File: config.mk
export PLATFORM = sky130hd
export DESIGN_NAME = mdio_target
export DESIGN_NICKNAME = d
export VERILOG_FILES = /design/src/rtl/mdio_target.sv
export SDC_FILE = /design/constraint.sdc
export NUM_CORES = 1
export LEC_CHECK = 0
export ABC_AREA = 1
export BUFFER_PORTS_ARGS = -buffer_cell sky130_fd_sc_hd__buf_2
export CAP_MARGIN = 20
export CORE_MARGIN = 3
export CORE_UTILIZATION = 27
export DETAILED_ROUTE_END_ITERATION = 8
export PLACE_DENSITY = 0.44
export SYNTH_ARGS = -nofsm -noshare
export SYNTH_HDL_FRONTEND = slang
export SYNTH_SLANG_ARGS = --single-unit
export TNS_END_PERCENT = 5
File: constraint.sdc
create_clock -name clk -period 2 [get_ports clk]
set_input_delay 0.2 -clock clk [delete_from_list [all_inputs] [get_ports clk]]
set_output_delay 0.2 -clock clk [all_outputs]
set_load 0.1 [all_outputs]
File: src/rtl/mdio_target.sv
// mdio_target: MDIO management target; Clause 22 always, Clause 45 decode and
// indirect address register only when MDIO_C45_EN is defined.
module mdio_target #(
  parameter logic [4:0] PHY_ADDR     = 5'd1,
  parameter bit         ACCEPT_BCAST = 1'b1,
  parameter int         PREAMBLE_LEN = 0
) (
  input  logic        clk,
  input  logic        reset,
  input  logic        mdio_out,
  input  logic        mdio_oe,
  input  logic [15:0] rd_data,
  output logic        mdio_done,
  output logic [15:0] mdio_in,
  output logic [20:0] addr,
  output logic [15:0] wr_data,
  output logic        wr_stb,
  output logic        rd_stb,
  output logic        frame_err
);
`ifdef MDIO_C45_EN
  localparam bit C45 = 1'b1;
`else
  localparam bit C45 = 1'b0;
`endif
  localparam logic [5:0] PRE_N = 6'(PREAMBLE_LEN);
  localparam logic [2:0] IDLE = 3'd0, PRE = 3'd1, HDR = 3'd2, TA = 3'd3,
                         WDATA = 3'd4, RDATA = 3'd5, SKIP = 3'd6;
  logic [2:0]  st_q, st_d;
  logic [5:0]  cnt_q, cnt_d;
  logic [13:0] hdr_q, hdr_d, hs;
  logic [14:0] sh_q, sh_d;
  logic [15:0] areg_q, areg_d, mi_q, mi_d, wd_q, wd_d;
  logic [20:0] addr_q, addr_d, ea;
  logic        done_q, done_d, wr_q, wr_d, rd_q, rd_d, err_q, err_d;
  logic        c22, c45, is_wr, is_addr, is_rd, is_inc, bad, hit;
  // During HDR the decode must include the bit being sampled right now
  assign hs      = (st_q == HDR) ? {hdr_q[12:0], mdio_out} : hdr_q;
  assign c22     = hs[13:12] == 2'b01;
  assign c45     = C45 && hs[13:12] == 2'b00;
  assign is_wr   = (c22 || c45) && hs[11:10] == 2'b01;
  assign is_addr = c45 && hs[11:10] == 2'b00;
  assign is_rd   = (c22 && hs[11:10] == 2'b10) || (c45 && hs[11]);
  assign is_inc  = c45 && hs[11:10] == 2'b10;
  assign bad     = !(is_wr || is_addr || is_rd);
  assign hit     = hs[9:5] == PHY_ADDR || (ACCEPT_BCAST && hs[9:5] == 5'd0 && !is_rd);
  assign ea      = c45 ? {hs[4:0], areg_q} : {16'd0, hs[4:0]};
  always_comb begin
    st_d = st_q;
    cnt_d = cnt_q;
    hdr_d = hdr_q;
    sh_d = sh_q;
    areg_d = areg_q;
    mi_d = mi_q;
    wd_d = wd_q;
    addr_d = addr_q;
    done_d = 1'b0;
    wr_d = 1'b0;
    rd_d = 1'b0;
    err_d = 1'b0;
    case (st_q)
      IDLE: if (mdio_oe) begin
        if (PRE_N == 6'd0) begin
          st_d = HDR;
          hdr_d = {13'd0, mdio_out};
          cnt_d = 6'd1;
        end else begin
          st_d = PRE;
          cnt_d = {5'd0, mdio_out};
        end
      end
      PRE: if (!mdio_oe) begin
        st_d = IDLE;
        cnt_d = 6'd0;
      end else if (mdio_out) begin
        cnt_d = (cnt_q == 6'd63) ? cnt_q : cnt_q + 6'd1;
      end else if (cnt_q >= PRE_N) begin
        st_d = HDR;
        hdr_d = 14'd0;
        cnt_d = 6'd1;
      end else begin
        cnt_d = 6'd0;
      end
      HDR: if (!mdio_oe) begin
        st_d = IDLE;
        cnt_d = 6'd0;
        err_d = 1'b1;
      end else begin
        hdr_d = hs;
        cnt_d = cnt_q + 6'd1;
        if (cnt_q == 6'd13) begin
          st_d = (bad || !hit) ? SKIP : is_rd ? RDATA : TA;
          err_d = bad;
          rd_d = !bad && hit && is_rd;
          addr_d = (!bad && hit && is_rd) ? ea : addr_q;
        end
      end
      TA: begin
        cnt_d = cnt_q + 6'd1;
        st_d = (cnt_q == 6'd15) ? WDATA : TA;
      end
      WDATA: if (!mdio_oe) begin
        st_d = IDLE;
        cnt_d = 6'd0;
        err_d = 1'b1;
      end else begin
        sh_d = {sh_q[13:0], mdio_out};
        cnt_d = cnt_q + 6'd1;
        if (cnt_q == 6'd31) begin
          st_d = IDLE;
          cnt_d = 6'd0;
          done_d = 1'b1;
          wr_d = !is_addr;
          areg_d = is_addr ? {sh_q, mdio_out} : areg_q;
          wd_d = is_addr ? wd_q : {sh_q, mdio_out};
          addr_d = is_addr ? addr_q : ea;
        end
      end
      RDATA: begin
        cnt_d = cnt_q + 6'd1;
        if (cnt_q == 6'd15) begin
          mi_d = rd_data;
          areg_d = is_inc ? areg_q + 16'd1 : areg_q;
        end
        if (cnt_q == 6'd31) begin
          st_d = IDLE;
          cnt_d = 6'd0;
          done_d = 1'b1;
        end
      end
      SKIP: begin
        cnt_d = (cnt_q == 6'd31) ? 6'd0 : cnt_q + 6'd1;
        st_d = (cnt_q == 6'd31) ? IDLE : SKIP;
      end
      default: begin
        st_d = IDLE;
        cnt_d = 6'd0;
      end
    endcase
  end
  always_ff @(posedge clk or negedge reset) begin
    if (!reset) begin
      st_q <= IDLE;
      cnt_q <= 6'd0;
      hdr_q <= 14'd0;
      sh_q <= 15'd0;
      areg_q <= 16'd0;
      mi_q <= 16'd0;
      wd_q <= 16'd0;
      addr_q <= 21'd0;
      done_q <= 1'b0;
      wr_q <= 1'b0;
      rd_q <= 1'b0;
      err_q <= 1'b0;
    end else begin
      st_q <= st_d;
      cnt_q <= cnt_d;
      hdr_q <= hdr_d;
      sh_q <= sh_d;
      areg_q <= areg_d;
      mi_q <= mi_d;
      wd_q <= wd_d;
      addr_q <= addr_d;
      done_q <= done_d;
      wr_q <= wr_d;
      rd_q <= rd_d;
      err_q <= err_d;
    end
  end
  assign mdio_done = done_q;
  assign mdio_in   = mi_q;
  assign addr      = addr_q;
  assign wr_data   = wd_q;
  assign wr_stb    = wr_q;
  assign rd_stb    = rd_q;
  assign frame_err = err_q;
endmodule

==> metrics.txt, run 1 <==
outcome finished, final reports clean; GR Overflow Total 0; Syn Area/Cell just under 9 um^2; unrepaired setup endpoints after global routing false; root buffer cell clkbuf_16; core area ~0.014 mm^2; Post-Syn Area between 0.003 and 0.004 mm^2; Via density 4.34; FF/Latch Area 0.00198 mm^2; Die Wd 125 um; share of layout cells above drive strength 1 25.2%; Clock Path Buffers 2; clock period minus final worst setup slack 1.80 ns; Worst Slack Setup Final 0.205 ns; first drt pass iteration count 4; Final Hold Viols 0; clock latency on the worst-skew pair 0.34 ns; commonest non-fill, non-tap cells in the layout nand2_1, dfrtp_1, buf_2; Final period util about 90%; asr flop ratio synth 100%; clock slew at reported path FFs roughly 0.06 ns; Worst VDD drop roughly 430 uV; hpwl dp 5.96 mm; CP max-delay cell dfrtp_2; Final setup violation count 0; r2r setup slk 0.20 ns; via count 2958; CP Data Required Time 2.23 ns; max cap viols 0; crit path DAT approximately 2.0 ns; wirelength, routed approximately 8.4 mm; htree depth 3; initial antenna violation count 0; worst-margin pin slew 0.514 ns; DRC 0; GP Congestion between 0.7 and 0.8; Post-CTS Setup Bufs 0; skew final ~0.0059 ns; die height ~130 um; power density cells around 1200 mW/mm^2; number of synthesized flops with an enable pin 0; Leak ~2.3 nW; Primary FF master, synth dfrtp_1; crit path cell chain inv_2 > nor2_4 > nand3_2 > a21oi_4 > nand2_4 > nor3_2 > nand2_2 > nand3_1 > nand2_1; TritonCTS clock tree done; filler instances roughly 1400; multi-input logic area approximately 0.0015 mm^2; Place WS roughly 0.074 ns; Yosys cell types 39; largest net degree at the start of global routing 36; critical path fanouts, max 9; first-pass GRT wire length between 10 and 15 mm; Max transition margin about two thirds; row count between 40 and 50; CTS sink count between 70 and 80; synthesis-to-finish area growth 20.9%; crit path kind register to register; ANT nets after route 0; Num CTS Buffers 9; Seq/Total Area, Yosys between 50% and 60%; Port Buffers 60; CP endpoint kind register; drt initial violations around 160; Hold WC Path Type input port to register; Worst path max stage delay about 0.50 ns; vias in the first global route 2864; Final TNS setup 0 ns; Max Clk Rate approximately 0.56 GHz; Tot Pwr roughly 5.4 mW; drt wl/cell approximately 12 um; Initial Util between 20 and 30%; Syn Inst Count around 430; GRT Total Usage a little over a tenth; final-report max-slew violation count 0; most common cell after layout, fill and taps aside nand2_1; die area ~0.016 mm^2; Seq cells post-synth 79; Top Ports 77; Setup crit start kind register; Net count, final 521; Warnings, synthesis 0
## cell families after synthesis
logic type	share of synthesized area (%)
multiplexers	4.70
XOR/XNOR	0.686
buffers and inverters	11.4
adder cells (fa/ha/maj)	0.653
flip-flops	51.6
AND/OR/NAND/NOR	21.0
AO/OA/AOI/OAI	9.86
other	0.0978
## state kept, by name (all words and copies together), names as in the netlist
signal     flops
frame_err      1
hdr_q         14
mdio_in       16
mdio_done      1
wr_stb         1
wr_data       16
sh_q          15
cnt_q          6
rd_stb         1
st_q           3
addr           5
## critical path: cells and delay by family, from the launching register on
family / cells / cell delay (ns)
and+or+nand+nor: 7 / 0.87
AOI/OAI and AO/OA: 1 / 0.22
buffers and inverters: 1 / 0.09
DFF: 1 / 0.50
## where the power goes
group          internal [mW]  switching (mW)
Combinational          0.443            1.19
Sequential              1.85           0.194
Clock                   1.04           0.651
## timing repair
action / CTS / global route
endpoints found under the hold margin: 32 / 0
endpoints found under the setup margin: 0 / 13
gates resized for setup: 0 / 3
hold buffers: 1 / 0
## cell usage after synthesis, types with 2 or more instances
| master | number | share of area, % |
|---|---|---|
| xor2_1 | 3 | 0.69 |
| nand3_4 | 2 | 0.91 |
| and3_1 | 2 | 0.33 |
| nor3_1 | 4 | 0.52 |
| or2_2 | 2 | 0.33 |
| nand3_1 | 22 | 2.9 |
| inv_2 | 8 | 0.78 |
| o21ai_1 | 22 | 2.9 |
| nor2_4 | 2 | 0.59 |
| mux2_1 | 10 | 2.9 |
| clkbuf_1 | 7 | 0.69 |
| buf_4 | 16 | 3.1 |
| buf_6 | 4 | 1.2 |
| nand2_1 | 101 | 9.9 |
| ha_1 | 2 | 0.65 |
| nor2_1 | 20 | 2.0 |
| nor3_2 | 3 | 0.78 |
| o21ai_0 | 32 | 4.2 |
| nand2_2 | 5 | 0.82 |
| nand2_4 | 2 | 0.59 |
| nand4_1 | 4 | 0.65 |
| mux2_2 | 6 | 1.8 |
| o31ai_1 | 2 | 0.39 |
| a21oi_1 | 7 | 0.91 |
| inv_1 | 48 | 4.7 |
| nor2_2 | 2 | 0.33 |
| dfrtp_1 | 79 | 52 |
| buf_2 | 3 | 0.39 |
## worst paths after layout
| path | startpoint | endpoint | cells after the start |
|---|---|---|---|
| setup / recovery | st_q[1] | addr[2] | 9 |
| hold / removal | rd_data[10] | mdio_in[10] | 2 |
| setup reg to reg | st_q[1] | addr[2] | 9 |
| hold reg to reg | hdr_q[13] | hdr_q[13] | 2 |
| max in group asynchronous | reset | st_q[2] | 3 |
| min in group asynchronous | reset | hdr_q[3] | 2 |
## per-stage QoR
stage / hold slack, ns / cells / utilization [%] / area, um^2
global route: 0.0699 / 680 / 34.1 / 4630
floorplan: -0.0956 / 446 / - / 3890
detailed placement: 0.195 / 662 / 31.7 / 4300
CTS: 0.0547 / 679 / 34.0 / 4620
global placement: 0.193 / 662 / 31.7 / 4300
finish: 0.0765 / 681 / 34.2 / 4630
## final cells by class
type / instances / share of cell area, %
Sequential cell: 79 / 42.8
Multi-Input combinational cell: 279 / 32.1
Timing Repair Buffer: 71 / 8.64
Clock buffer: 12 / 5.54
Inverter: 59 / 5.00
Tap cell: 176 / 4.75
Clock inverter: 4 / 1.16
Antenna cell: 1 / 0.0540
## routing by layer
layer | wire (um) | share of wire, % | global-route usage, % | vias up
met3 | 509 | 6.1 | 4.14 | 7
met4 | 78 | 0.93 | 3.64 | 0
met2 | 3690 | 44 | 16.4 | 68
met5 | 0 | 0 | 0 | -
li1 | - | - | - | 1483
met1 | 4110 | 49 | 14.8 | 1400
(Power assumes the default switching activity.)
==> run 2: changes to the inputs <==
--- a/config.mk
+++ b/config.mk
@@ -11,7 +11,6 @@
 export CORE_MARGIN = 3
 export CORE_UTILIZATION = 27
 export DETAILED_ROUTE_END_ITERATION = 8
-export PLACE_DENSITY = 0.44
 export SYNTH_ARGS = -nofsm -noshare
 export SYNTH_HDL_FRONTEND = slang
 export SYNTH_SLANG_ARGS = --single-unit
==> run 2 against run 1 <==
Register-to-register slack lost 0.02 ns. Non-clock buffer count is the same. Global-route usage shrank 0.092 points. Via count shrank 0.17%. Final area shrank 0.92%. Clock skew grew 0.0018 ns. Die area is the same. Sequential cell count is the same. Critical endpoint unchanged.
==> metrics.txt, run 2 (synthesis gave the netlist of run 1 again) <==
outcome finished, final reports clean; first drt pass iteration count 4; via count 2953; final core occ about a third; clock slew at reported path FFs 0.06 ns; CP endpoint addr[2]; final-report max-slew violation count 0; skew final between 0.007 and 0.008 ns; GP Congestion about 0.9; FF-to-FF path depth 9; die area approximately 0.016 mm^2; CP Data Required Time roughly 2.2 ns; Setup crit start kind register; power density cells 1110 mW/mm^2; Final Hold Viols 0; Via density roughly 4.3; max cap viols 0; Post-CTS Setup Bufs 0; Die Wd between 100 and 150 um; vias in the first global route 2912; R2R Path Start st_q[1]; Clock Path Buffers 2; drt wl/cell between 10 and 15 um; critical path fanouts, max 8; CTS sink count roughly 80; drt initial violations 107; die height 125 um; Num CTS Buffers 9; Ant. Diodes 0; GR Overflow Total 0; CP endpoint kind register; Final setup violation count 0; first-pass GRT wire length ~14 mm; clock latency on the worst-skew pair 0.34 ns; core area 0.0136 mm^2; GRT Total Usage 10.9%; htree depth 3; root buffer cell clkbuf_16; Leak around 2.3 nW; wirelength, routed between 7 and 8 mm; Net count, final 520; ANT nets after route 0; Top Ports 77; crit path DAT between 2 and 2.5 ns; row count 42; initial antenna violation count 0; share of layout cells above drive strength 1 24.7%; Hold WC Path Type input port to register; clock period minus final worst setup slack between 1.5 and 2 ns; DRC 0; crit path from st_q[1]; crit path kind register to register; most common cell after layout, fill and taps aside nand2_1; hpwl dp about 5.9 mm; r2r setup slk 0.19 ns; post-route insts no fill 679; TritonCTS clock tree done; Port Buffers 60; Initial Util 28.3%; Max Clk Rate about 0.55 GHz; Inst Count DP ~660; Final period util around nine tenths; largest net degree at the start of global routing between 40 and 50; commonest non-fill, non-tap cells in the layout nand2_1, dfrtp_1, buf_2; r2r endpoint addr[2]; Worst VDD drop between 600 and 700 uV; synthesis-to-finish area growth 19.8%; unrepaired setup endpoints after global routing true
[run 2: cell count changes in the layout (fill, tap and decap cells not counted)]
| cell | previous run | this run |
|---|---|---|
| dfrtp_1 | 76 | 77 |
| clkinv_2 | 0 | 2 |
| dfrtp_2 | 3 | 2 |
| nor3_2 | 3 | 2 |
| nand3_2 | 2 | 1 |
| nor3_4 | 0 | 1 |
| clkbuf_8 | 2 | 1 |
| clkinvlp_4 | 2 | 0 |
| diode_2 | 1 | 0 |
| clkbuf_1 | 1 | 3 |
| bufinv_16 | 1 | 0 |
| nor4_1 | 1 | 0 |
| nor4_2 | 0 | 1 |
[run 2: critical path, stage by stage (launching register included)]
cell     delay (ns)
dfrtp_1        0.55
inv_2          0.11
nor2_4         0.15
nand3_2        0.13
a21oi_4        0.21
nand2_4        0.10
nor3_2         0.19
nand2_2        0.11
nand3_1        0.09
nand2_1        0.06
[run 2: layout make-up]
cell class	instances	area [um^2]
Fill cell	1394	8970
Tap cell	176	220
Inverter	59	231
Clock buffer	13	250
Multi-Input combinational cell	278	1490
Clock inverter	3	18.8
Timing Repair Buffer	71	400
Sequential cell	79	1980
[run 2: layer usage]
layer / track usage (%) / wire, um / up-vias
met5: 0 / 0 / -
met4: 2.87 / 72 / 0
met3: 4.43 / 518 / 7
met2: 17.0 / 3580 / 70
met1: 14.2 / 3740 / 1388
li1: - / - / 1488
[run 2: per-stage QoR]
stage	power, mW	setup slack, ns	hold WS, ns	cell area [um^2]	TNS, ns
6_report	5.11	0.187	0.0767	4590	0
5_1_grt	5.50	-0.00194	0.0672	4590	-0.00194
4_1_cts	5.17	0.127	0.0609	4570	0
3_5_place_dp	3.64	0.141	0.177	4300	0
3_3_place_gp	3.62	0.197	0.170	4300	0
2_1_floorplan	3.36	0.376	-0.0956	3890	0
[run 2: how the worst min path moves through the flow]
| stage | start | endpoint | slack (ns) | cells after the start |
|---|---|---|---|---|
| 2_1_floorplan | reset | addr[0] | -0.1 | 0 |
| 3_3_place_gp | reset | addr[3] | 0.17 | 1 |
| 3_5_place_dp | reset | rd_stb | 0.18 | 1 |
| 4_1_cts | rd_data[6] | mdio_in[6] | 0.06 | 2 |
| 5_1_grt | rd_data[7] | mdio_in[7] | 0.07 | 2 |
| 6_report | rd_data[10] | mdio_in[10] | 0.08 | 2 |
[run 2: where the power goes]
part / switching, mW / total (mW) / internal [mW]
Sequential: 0.196 / 2.05 / 1.85
Combinational: 1.14 / 1.59 / 0.441
Clock: 0.606 / 1.48 / 0.873
Total: 1.95 / 5.11 / 3.16
[run 2: what timing repair did]
| item | in CTS | in global routing |
|---|---|---|
| endpoints found under the setup margin | 0 | 10 |
| hold buffers | 1 | 0 |
| endpoints found under the hold margin | 31 | 0 |
| gates resized for setup | 0 | 4 |
